**src/rtl/async_fifo_wr_flag_gen_if.sv**
```systemverilog
// Write-side bundle between the async FIFO write port and its flag generator.
// A write is accepted on a clk_A edge when wr_en is high and the pre-edge full is low.
// wr_en while full is dropped by the FIFO and recorded in overflow; there is no backpressure beyond full.
interface async_fifo_wr_flag_gen_if #(
  parameter int ADDR_WIDTH = 3
);
  logic                  wr_en;
  logic [ADDR_WIDTH:0]   wr_ptr;
  logic [ADDR_WIDTH:0]   rd_ptr_gray;
  logic                  ovf_clr;
  logic                  full;
  logic                  almost_full;
  logic [ADDR_WIDTH:0]   wr_level;
  logic                  overflow;
  logic [ADDR_WIDTH:0]   wr_ptr_gray;

  modport master (
    output wr_en, wr_ptr, rd_ptr_gray, ovf_clr,
    input  full, almost_full, wr_level, overflow, wr_ptr_gray
  );

  modport slave (
    input  wr_en, wr_ptr, rd_ptr_gray, ovf_clr,
    output full, almost_full, wr_level, overflow, wr_ptr_gray
  );
endinterface

```
**src/rtl/async_fifo_wr_flag_gen.sv**
```systemverilog
// Write-domain flag generator: synchronises the Gray read pointer and registers full, overflow and wr_ptr_gray.
// Define WR_FLAG_LEVEL_EN to build the wr_level / almost_full subtractor; otherwise both are tied to 0.
module async_fifo_wr_flag_gen #(
  parameter int ADDR_WIDTH   = 3,
  parameter int DEPTH        = 1 << ADDR_WIDTH,
  parameter int SYNC_STAGES  = 2,
  parameter int AFULL_THRESH = DEPTH - 1
) (
  input  logic                   clk_A,
  input  logic                   rst_A,
  async_fifo_wr_flag_gen_if.slave bus
);
  localparam int PW = ADDR_WIDTH + 1;

  if (SYNC_STAGES < 2 || DEPTH != (1 << ADDR_WIDTH) || AFULL_THRESH > DEPTH) begin : g_param_check
    $error("async_fifo_wr_flag_gen: illegal parameter combination");
  end

  // The flag registers form the final synchroniser stage, so only SYNC_STAGES-1 plain flops precede them.
  logic [PW-1:0] sync_q [SYNC_STAGES-1];
  logic [PW-1:0] rq_next;
  logic [PW-1:0] rd_bin_next;
  logic [PW-1:0] wr_next;
  logic          accept;
  logic          full_next;

  logic          full_q;
  logic          ovf_q;
  logic [PW-1:0] gray_q;

  always_ff @(posedge clk_A or negedge rst_A) begin
    if (!rst_A) begin
      for (int i = 0; i < SYNC_STAGES - 1; i++) sync_q[i] <= '0;
    end else begin
      sync_q[0] <= bus.rd_ptr_gray;
      for (int i = 1; i < SYNC_STAGES - 1; i++) sync_q[i] <= sync_q[i-1];
    end
  end

  assign rq_next = sync_q[SYNC_STAGES-2];

  always_comb begin
    rd_bin_next = '0;
    for (int i = 0; i < PW; i++) rd_bin_next[i] = ^(rq_next >> i);
  end

  assign accept    = bus.wr_en & ~full_q;
  assign wr_next   = bus.wr_ptr + PW'(accept);
  assign full_next = (wr_next[PW-1] != rd_bin_next[PW-1]) &&
                     (wr_next[PW-2:0] == rd_bin_next[PW-2:0]);

  always_ff @(posedge clk_A or negedge rst_A) begin
    if (!rst_A) begin
      full_q <= 1'b0;
      ovf_q  <= 1'b0;
      gray_q <= '0;
    end else begin
      full_q <= full_next;
      gray_q <= wr_next ^ (wr_next >> 1);
      // A blocked write on the same edge as a clear keeps the flag set.
      if (bus.wr_en && full_q)  ovf_q <= 1'b1;
      else if (bus.ovf_clr)     ovf_q <= 1'b0;
    end
  end

  assign bus.full        = full_q;
  assign bus.overflow    = ovf_q;
  assign bus.wr_ptr_gray = gray_q;

`ifdef WR_FLAG_LEVEL_EN
  logic [PW-1:0] level_next;
  logic [PW-1:0] level_q;
  logic          afull_q;

  assign level_next = wr_next - rd_bin_next;

  always_ff @(posedge clk_A or negedge rst_A) begin
    if (!rst_A) begin
      level_q <= '0;
      afull_q <= 1'b0;
    end else begin
      level_q <= level_next;
      afull_q <= (level_next >= PW'(AFULL_THRESH));
    end
  end

  assign bus.wr_level    = level_q;
  assign bus.almost_full = afull_q;
`else
  assign bus.wr_level    = '0;
  assign bus.almost_full = 1'b0;
`endif

endmodule

```
**src/flat_wrapper.sv**
```systemverilog
// flat-port wrapper written by rule: the top's interface ports become plain ports
module async_fifo_wr_flag_gen_flat 
#(
  parameter int ADDR_WIDTH   = 3,
  parameter int DEPTH        = 1 << ADDR_WIDTH,
  parameter int SYNC_STAGES  = 2,
  parameter int AFULL_THRESH = DEPTH - 1
)
  (clk_A, rst_A, bus_wr_en, bus_wr_ptr, bus_rd_ptr_gray, bus_ovf_clr, bus_full, bus_almost_full, bus_wr_level, bus_overflow, bus_wr_ptr_gray);
  async_fifo_wr_flag_gen_if #(.ADDR_WIDTH(ADDR_WIDTH)) bus_i ();
  input  logic clk_A;
  input  logic rst_A;
  input wire logic [$bits(bus_i.wr_en)-1:0] bus_wr_en;
  input wire logic [$bits(bus_i.wr_ptr)-1:0] bus_wr_ptr;
  input wire logic [$bits(bus_i.rd_ptr_gray)-1:0] bus_rd_ptr_gray;
  input wire logic [$bits(bus_i.ovf_clr)-1:0] bus_ovf_clr;
  output wire logic [$bits(bus_i.full)-1:0] bus_full;
  output wire logic [$bits(bus_i.almost_full)-1:0] bus_almost_full;
  output wire logic [$bits(bus_i.wr_level)-1:0] bus_wr_level;
  output wire logic [$bits(bus_i.overflow)-1:0] bus_overflow;
  output wire logic [$bits(bus_i.wr_ptr_gray)-1:0] bus_wr_ptr_gray;
  assign bus_i.wr_en = bus_wr_en;
  assign bus_i.wr_ptr = bus_wr_ptr;
  assign bus_i.rd_ptr_gray = bus_rd_ptr_gray;
  assign bus_i.ovf_clr = bus_ovf_clr;
  assign bus_full = bus_i.full;
  assign bus_almost_full = bus_i.almost_full;
  assign bus_wr_level = bus_i.wr_level;
  assign bus_overflow = bus_i.overflow;
  assign bus_wr_ptr_gray = bus_i.wr_ptr_gray;
  async_fifo_wr_flag_gen #(.ADDR_WIDTH(ADDR_WIDTH), .DEPTH(DEPTH), .SYNC_STAGES(SYNC_STAGES), .AFULL_THRESH(AFULL_THRESH)) u_core (.clk_A(clk_A), .rst_A(rst_A), .bus(bus_i));
endmodule
```
**config.mk**
```make
export PLATFORM = sky130hd
export DESIGN_NAME = async_fifo_wr_flag_gen_flat
export DESIGN_NICKNAME = d
export VERILOG_FILES = /design/src/rtl/async_fifo_wr_flag_gen_if.sv /design/src/rtl/async_fifo_wr_flag_gen.sv /design/src/flat_wrapper.sv
export SDC_FILE = /design/constraint.sdc
export NUM_CORES = 1
export LEC_CHECK = 0
export BUFFER_PORTS_ARGS = -buffer_cell sky130_fd_sc_hd__buf_2
export CAP_MARGIN = 40
export CORE_AREA = 2 2 39 41
export DETAILED_ROUTE_END_ITERATION = 6
export DIE_AREA = 0 0 41 43
export SLEW_MARGIN = 40
export SYNTH_ARGS = -nofsm -noshare
export SYNTH_HDL_FRONTEND = slang
export SYNTH_SLANG_ARGS = --single-unit
```
**constraint.sdc**
```tcl
create_clock -name clk_A -period 1.87 [get_ports clk_A]
set_input_delay 0.374 -clock clk_A [delete_from_list [all_inputs] [get_ports clk_A]]
set_output_delay 0.374 -clock clk_A [all_outputs]
set_load 0.01 [all_outputs]
```
* Yosys cells after proc, flatten, opt, wreduce, memory -nomap -nowiden
Cells that the tools add are included.
Operators by class: $add $sub $neg 1, eq/ne operators 2, multiplexer cells 2, bitwise operators 3, reductions and logical operators 7
Operators with widths (number):
- $reduce_xor 4->1 | 4
- $add 4x1->4 | 1
- $xor 4x3->4 | 1
- $eq 3x3->1 | 1
- $logic_and 1x1->1 | 2
- $mux 1 | 2
- $reduce_bool 2->1 | 1
- $and 1x1->1 | 1
- $ne 1x1->1 | 1
- $not 1->1 | 1
Storage, ports and cells: flip-flop bits (word level) 10, input bits 12, output and inout port bits 11, logic and storage cells 19

* Depth between registers and ports, before layout
Gate-level depths: netlist of run 1.
word-level depth 5, depth in mapped cells 7, depth with buffers taken out 7

* Least setup slack after synthesis of run 1
No wires, ideal clock.
kind input port to flip-flop, start in bus_wr_en, end reg u_core.full_q, in the netlist u_core.bus.full, setup time 0.082 ns, arrival time 1.646 ns, required time 1.788 ns, path slack 0.142 ns, cell stages on the path 7, path buffers 0, cells stage by stage nor2b_1 -> ha_1 -> ha_1 -> xnor2_2 -> xnor2_1 -> or3_1 -> a22oi_2
On the way: longest elaborated chain between the ends 4, elaborated cells between the ends (all ways) 5
Ends and longest elaborated chain:
- start, declared | line flat_wrapper.sv:13 | input wire logic [$bits(bus_i.wr_en)-1:0] bus_wr_en;
- $and 1x1->1 (*) | line async_fifo_wr_flag_gen.sv:47 | assign accept = bus.wr_en & ~full_q;
- $add 4x1->4 (*) | line async_fifo_wr_flag_gen.sv:48 | assign wr_next = bus.wr_ptr + PW'(accept);
- $eq 3x3->1 or $ne 1x1->1 (tied branches) | line async_fifo_wr_flag_gen.sv:50, async_fifo_wr_flag_gen.sv:49
- $logic_and 1x1->1 (*) | line async_fifo_wr_flag_gen.sv:49 | assign full_next = (wr_next[PW-1] != rd_bin_next[PW-1]) &&
- via u_core.full_next | line async_fifo_wr_flag_gen.sv:25 | logic full_next;
- end signal, assigned | line async_fifo_wr_flag_gen.sv:58 | full_q <= full_next;
- end, declared | line async_fifo_wr_flag_gen.sv:27 | logic full_q;
The timed path passes the listed nets; every way through them passes the cells marked *. A chain may end at the register's enable or synchronous reset.

* Worst setup path in the final report of run 1
start reg u_core.full_q, in the netlist u_core.bus.full, end reg u_core.full_q, in the netlist u_core.bus.full
On the way: longest elaborated chain between the ends 5, elaborated cells between the ends (all ways) 6
Ends and longest elaborated chain (line):
- $not 1->1 (*) | async_fifo_wr_flag_gen.sv:47
- $and 1x1->1 (*) | async_fifo_wr_flag_gen.sv:47
- $add 4x1->4 (*) | async_fifo_wr_flag_gen.sv:48
- $eq 3x3->1 or $ne 1x1->1 (tied branches) | async_fifo_wr_flag_gen.sv:50, async_fifo_wr_flag_gen.sv:49
- $logic_and 1x1->1 (*) | async_fifo_wr_flag_gen.sv:49
- via u_core.full_next | async_fifo_wr_flag_gen.sv:25
Marks and branches as above.

==> metrics.yaml, run 1 <==
syn_to_final_growth_pct: 31.4
routed_wl_um: 693
synth.avg_cell_area_um2: 11.7
hold-worst-slack_ps: 219
maximum_buffer_depth_of_the_clock_tree: 2
run_status: "finished, final reports clean"
antenna_violating_nets_post_route: 0
wire_length_of_the_first_global_routing_pass_um: 1130
grt_max_degree: 11
crit_fanout: 3
placementRows: 14
number_of_global_route_vias_before_repair: 298
floorplan.die_area_um2: 1760
io_pins: 23
cts_made_buffers: 3
cts_htree_levels: 1
overflow: 0
clock_insertion_delay_worst_skew_ps: 260
reg2regPathDepth: 7
final_layout_size_suffix_gt1_share_pct: 40.0
crit_path_end_kind: "flip-flop"
timing.critical_path.slowest_stage_cell: "sky130_fd_sc_hd__dfrtp_1"
clock_skew_ps: 3.01
design.final.nets: 80
floorplan.die.height_um: 43
r2r_setup_slack_ps: 120
area_after_detailed_placement_um2: 587
drt_pass1_iterations: 4
number_of_inserted_diodes: 0
design_power_total_uw: 549
timing.final.crit_share_pct: 93.5
ys_ff_latch: 10
timing.critical_path.arrival_ps: 1930
crit_family: "simple AND/OR/NAND/NOR gates"
synthDistinctLibCells: 14
worst_setup_path_startpoint: "u_core.bus.full$_DFF_PN0_"
pwr_density_cell_nw_per_um2: 867
cts_setup_buffers: 0
number_of_antenna_violations_at_the_first_check_in_global_routing: 0
detailroute.via_count: 328
reg2reg_to: "u_core.bus.full$_DFF_PN0_"
period_needed_ps: 1750
clk_transition_reported_paths_ps: 60
critPathRequiredTime_ps: 2060
tns_setup_ps: 0
global_route.usage.total_pct: 10.5
min-delay-path-class: "input port to flip-flop"
cp-endpoint: "u_core.bus.full$_DFF_PN0_"
cts.hold.buffers_added: 1
drt_iter0_markers: 1
rr_startpoint: "u_core.bus.full$_DFF_PN0_"
clock.fmax_mhz: 572
initial_utilization_pct: 34.8
timing.final.setup_violations: 0
area.sequential_um2: 250
final_core_utilization_pct: 45.8
fill_cells: 147
maxCapViolations: 0
crit_path_cell_trace: "nor2b_1 -> ha_1 -> ha_1 -> xnor2_2 -> xnor2_1 -> or3_1 -> a22oi_2"
synth_seq_area_share_pct: 51.9
cp_num_cells: 7
tritoncts_clock_tree: "done"
timing.critical_path.slowest_cell_delay_ps: 390
worstSetupStartpointType: "flip-flop"
worst_ir_drop_vdd_mv: 0.587
remaining_routing_drc_violations: 0
worstPathBufferInverterCount: 0
crit_type: "flip-flop to flip-flop"
post_synth_instance_area_um2: 482
average_detailed_routed_wire_length_per_instance_um: 8.56
cts_sinks: 10
ctsResizeCount: 0
finalWeightedCongestion: 0.781
synth_cells: 41
hold_violations: 0
synth_warnings: 0
multi_input_logic_area_um2: 201
grt_setup_unrepaired: "no"
route.detailed.vias_per_inst: 4.05
numPortBuffers: 17
clock_tree.root_cell: "sky130_fd_sc_hd__clkbuf_4"
cpMostUsedCell: "sky130_fd_sc_hd__ha_1"
maxSlewViolCount: 0
total_leakage_power_nw: 0.320
die_width_um: 41
finish.instance_area_um2: 633
placeableCoreArea_um2: 1380
[routing by layer]
metal | routed length (um) | share of wire (%) | track usage (%) | vias up
met4 | 0 | 0 | 4.00 | 0
met5 | 0 | 0 | 0 | -
met3 | 84 | 12 | 9.42 | 0
met2 | 376 | 54 | 14.7 | 17
met1 | 232 | 33 | 10.7 | 144
li1 | - | - | - | 167
[cell families (layout without fill, tap and decap cells)]
logic type | count (synthesis) | count (layout) | share of synthesized area [%]
XOR/XNOR | 10 | 10 | 19.7
other | 1 | 5 | 0.778
buffers and inverters | 7 | 27 | 9.35
adder cells (fa/ha/maj) | 2 | 2 | 5.19
AO/OA/AOI/OAI | 2 | 2 | 3.63
flip-flops | 10 | 10 | 51.9
AND/OR/NAND/NOR | 9 | 9 | 9.35
[cells in the mapped netlist]
library cell | count | share of area (%)
sky130_fd_sc_hd__a22oi_2 | 1 | 2.6
sky130_fd_sc_hd__or3_1 | 2 | 2.6
sky130_fd_sc_hd__nand3_1 | 3 | 3.1
sky130_fd_sc_hd__inv_1 | 2 | 1.6
sky130_fd_sc_hd__nand2_1 | 3 | 2.3
sky130_fd_sc_hd__conb_1 | 1 | 0.78
sky130_fd_sc_hd__xnor2_1 | 5 | 9.1
sky130_fd_sc_hd__nor2b_1 | 1 | 1.3
sky130_fd_sc_hd__o21ai_0 | 1 | 1.0
sky130_fd_sc_hd__buf_4 | 5 | 7.8
sky130_fd_sc_hd__xor2_1 | 4 | 7.3
sky130_fd_sc_hd__dfrtp_1 | 10 | 52
sky130_fd_sc_hd__xnor2_2 | 1 | 3.4
sky130_fd_sc_hd__ha_1 | 2 | 5.2
[placed cells by master, fill, tap and decap left out]
| cell type | instances |
|---|---|
| sky130_fd_sc_hd__nor2b_1 | 1 |
| sky130_fd_sc_hd__xnor2_2 | 1 |
| sky130_fd_sc_hd__clkbuf_4 | 3 |
| sky130_fd_sc_hd__ha_1 | 2 |
| sky130_fd_sc_hd__buf_4 | 3 |
| sky130_fd_sc_hd__buf_2 | 17 |
| sky130_fd_sc_hd__a22oi_2 | 1 |
| sky130_fd_sc_hd__dfrtp_1 | 10 |
| sky130_fd_sc_hd__xnor2_1 | 5 |
| sky130_fd_sc_hd__dlygate4sd3_1 | 1 |
| sky130_fd_sc_hd__xor2_1 | 4 |
| sky130_fd_sc_hd__conb_1 | 5 |
| sky130_fd_sc_hd__nand3_1 | 3 |
| sky130_fd_sc_hd__inv_1 | 2 |
| sky130_fd_sc_hd__nand2_1 | 3 |
| sky130_fd_sc_hd__clkbuf_8 | 1 |
| sky130_fd_sc_hd__o21ai_0 | 1 |
| sky130_fd_sc_hd__or3_1 | 2 |
[state kept, by name, summed over array words and instances (netlist names)]
register and flops:
u_core.bus.wr_ptr_gray 4, u_core.bus.overflow 1, u_core.bus.full 1, u_core.rq_next 4
[area by class of cell]
class	instances	share of cell area [%]
repair buffers	21	18.6
clock buffers	4	5.73
multi-input cells	28	31.8
flip-flops and latches	10	39.5
inverters	2	1.19
well taps	16	3.16
[where the power goes]
group / internal, mW / total [mW] / switching, mW / leakage, nW
sequential: 0.239 / 0.246 / 0.00721 / 0.121
clock: 0.118 / 0.186 / 0.0684 / 0.0210
combinational: 0.0579 / 0.116 / 0.0582 / 0.179
[metrics by stage]
step / std cells / worst slack [ps]
6_report: 81 / 121
5_1_grt: 81 / 15.8
4_1_cts: 81 / 96.5
3_5_place_dp: 76 / -34.2
3_3_place_gp: 76 / -3.04
2_1_floorplan: 45 / 142
[worst min-delay path by stage]
stage	start	endpoint	slack [ps]	cells past startpoint
detailed placement	rst_A	u_core.rq_next[2]$_DFF_PN0_	240	1
finish	bus_rd_ptr_gray[2]	u_core.rq_next[2]$_DFF_PN0_	220	1
floorplan	rst_A	u_core.bus.full$_DFF_PN0_	80	0
global placement	rst_A	u_core.rq_next[2]$_DFF_PN0_	240	1
CTS	bus_rd_ptr_gray[2]	u_core.rq_next[2]$_DFF_PN0_	210	1
global route	bus_rd_ptr_gray[2]	u_core.rq_next[2]$_DFF_PN0_	200	1
Note: power is estimated with default switching activity, not from simulation.
==> run 2: changes to the inputs <==
--- a/config.mk
+++ b/config.mk
@@ -10,6 +10,7 @@
 export CORE_AREA = 2 2 39 41
 export DETAILED_ROUTE_END_ITERATION = 6
 export DIE_AREA = 0 0 41 43
+export RECOVER_POWER = 25
 export SLEW_MARGIN = 40
 export SYNTH_ARGS = -nofsm -noshare
 export SYNTH_HDL_FRONTEND = slang
==> run 2 against run 1 <==
Effect of this change: first-iteration DRC count unchanged; critical endpoint unchanged; register-to-register slack about the same; die area unchanged; count of clock-buffer cells in the layout unchanged; sequential share of layout area increased by 0.078 points.
==> metrics.yaml, run 2 (same netlist as run 1, synthesis figures left out) <==
min-delay-path-class: "input port to flip-flop"
area_after_detailed_placement_um2: 587  # unchanged
crit_type: "flip-flop to flip-flop"
io_pins: 23  # unchanged
finish.instance_area_um2: 632  # -0.20%
route.detailed.vias_per_inst: 4.04  # -0.30%
clock_skew_ps: 4.60  # +1.59 ps
maxCapViolations: 0  # unchanged
routed_wl_um: 693  # unchanged
cts_setup_buffers: 0  # unchanged
final_common_cell: "sky130_fd_sc_hd__buf_2"
cts_sinks: 10  # unchanged
worst_ir_drop_vdd_mv: 0.587  # +0.11%
grt_max_degree: 11  # unchanged
number_of_antenna_violations_at_the_first_check_in_global_routing: 0  # unchanged
timing.final.crit_share_pct: 93.5  # about the same
cts_made_buffers: 3  # unchanged
crit_path_end_kind: "flip-flop"
pwr_density_cell_nw_per_um2: 867  # about the same
critPathRequiredTime_ps: 2060  # about the same
number_of_global_route_vias_before_repair: 298  # unchanged
cts_htree_levels: 1  # unchanged
detailedPlace.worstSlack_ps: -34.2  # unchanged
final_layout_size_suffix_gt1_share_pct: 38.5  # -1.5 points
final_core_utilization_pct: 45.7  # -0.090 points
number_of_inserted_diodes: 0  # unchanged
design.final.nets: 80  # unchanged
total_leakage_power_nw: 0.318  # -0.86%
crit_fanout: 3  # unchanged
tns_setup_ps: 0  # unchanged
maxSlewViolCount: 0  # unchanged
detailroute.via_count: 327  # -0.30%
worstSetupStartpointType: "flip-flop"
timing.critical_path.arrival_ps: 1930  # about the same
initial_utilization_pct: 34.8  # unchanged
maximum_buffer_depth_of_the_clock_tree: 2  # unchanged
die_width_um: 41  # unchanged
floorplan.die_area_um2: 1760  # unchanged
drt_pass1_iterations: 4  # unchanged
final_cell_mix: "16 x sky130_fd_sc_hd__buf_2, 10 x sky130_fd_sc_hd__dfrtp_1, 5 x sky130_fd_sc_hd__xnor2_1, 5 x sky130_fd_sc_hd__conb_1, 4 x sky130_fd_sc_hd__xor2_1"
clock_tree.root_cell: "sky130_fd_sc_hd__clkbuf_4"
overflow: 0  # unchanged
run_status: "finished, final reports clean"
clock_insertion_delay_worst_skew_ps: 260  # about the same
tritoncts_clock_tree: "done"
hold_violations: 0  # unchanged
worst_slack_ps: 121  # +0.00100 ps
period_needed_ps: 1750  # -0.00100 ps
placed_cells: 76  # unchanged
clk_transition_reported_paths_ps: 60  # about the same
placementRows: 14  # unchanged
worst_pin_slew_ps: 507
floorplan.die.height_um: 43  # unchanged
finalWeightedCongestion: 0.781  # unchanged
drt_iter0_markers: 1  # unchanged
layoutNonFillerInstCount: 81  # unchanged
syn_to_final_growth_pct: 31.2
average_detailed_routed_wire_length_per_instance_um: 8.56  # unchanged
worst_slew_margin_rel_pct: 66.2
global_route.usage.total_pct: 10.5  # unchanged
design_power_total_uw: 548  # -0.22%
hold-worst-slack_ps: 221  # +1.09 ps
numPortBuffers: 17  # unchanged
placeableCoreArea_um2: 1380  # unchanged
grt_setup_unrepaired: "no"
antenna_violating_nets_post_route: 0  # unchanged
timing.final.setup_violations: 0  # unchanged
wire_length_of_the_first_global_routing_pass_um: 1130  # unchanged
clock.fmax_mhz: 572  # about the same
remaining_routing_drc_violations: 0  # unchanged
==> run 2: changes by cell type in the layout (fill, tap and decap cells not counted) <==
cell,delta
sky130_fd_sc_hd__buf_2,-1
sky130_fd_sc_hd__clkbuf_1,+1
==> run 2: final cells by class <==
cell class,count,area [um2]
clock buffers,4,36.3
fillers,147,752
inverters,2,7.51
multi-input cells,28,201
flip-flops and latches,10,250
well taps,16,20.0
repair buffers,21,116
==> run 2: repair_timing <==
action	in CTS	in global routing
hold buffers	1	0
endpoints found under the hold margin	10	0
resized for setup	0	0
==> run 2: report_power, final <==
part	internal, mW	switching (mW)	leakage [nW]
sequential	0.239	0.00721	0.121
clock	0.118	0.0675	0.0210
combinational	0.0576	0.0583	0.176
==> run 2: final timing paths <==
| kind | end | startpoint | slack [ps] | depth (start not counted) |
|---|---|---|---|---|
| worst max-delay path | u_core.bus.full$_DFF_PN0_ | u_core.bus.full$_DFF_PN0_ | 120 | 7 |
| worst min-delay path | u_core.rq_next[2]$_DFF_PN0_ | bus_rd_ptr_gray[2] | 220 | 1 |
| worst max register to register | u_core.bus.full$_DFF_PN0_ | u_core.bus.full$_DFF_PN0_ | 120 | 7 |
| worst min register to register | u_core.bus.overflow$_DFFE_PN0P_ | u_core.bus.full$_DFF_PN0_ | 520 | 2 |
| max in group asynchronous | u_core.rq_next[0]$_DFF_PN0_ | rst_A | 940 | 2 |
| min in group asynchronous | u_core.bus.overflow$_DFFE_PN0P_ | rst_A | 590 | 2 |
==> run 2: critical path, stage by stage (launching register included) <==
cell	delay, ps
sky130_fd_sc_hd__dfrtp_1	390
sky130_fd_sc_hd__nor2b_1	140
sky130_fd_sc_hd__ha_1	220
sky130_fd_sc_hd__ha_1	220
sky130_fd_sc_hd__xnor2_2	140
sky130_fd_sc_hd__xnor2_1	100
sky130_fd_sc_hd__or3_1	320
sky130_fd_sc_hd__a22oi_2	140
==> run 2: layer usage <==
| layer | vias to the layer above | global-route usage, % | routed length (um) |
|---|---|---|---|
| met2 | 17 | 14.7 | 378 |
| li1 | 167 | - | - |
| met5 | - | 0 | 0 |
| met3 | 0 | 9.42 | 84 |
| met4 | 0 | 4.00 | 0 |
| met1 | 143 | 10.7 | 230 |
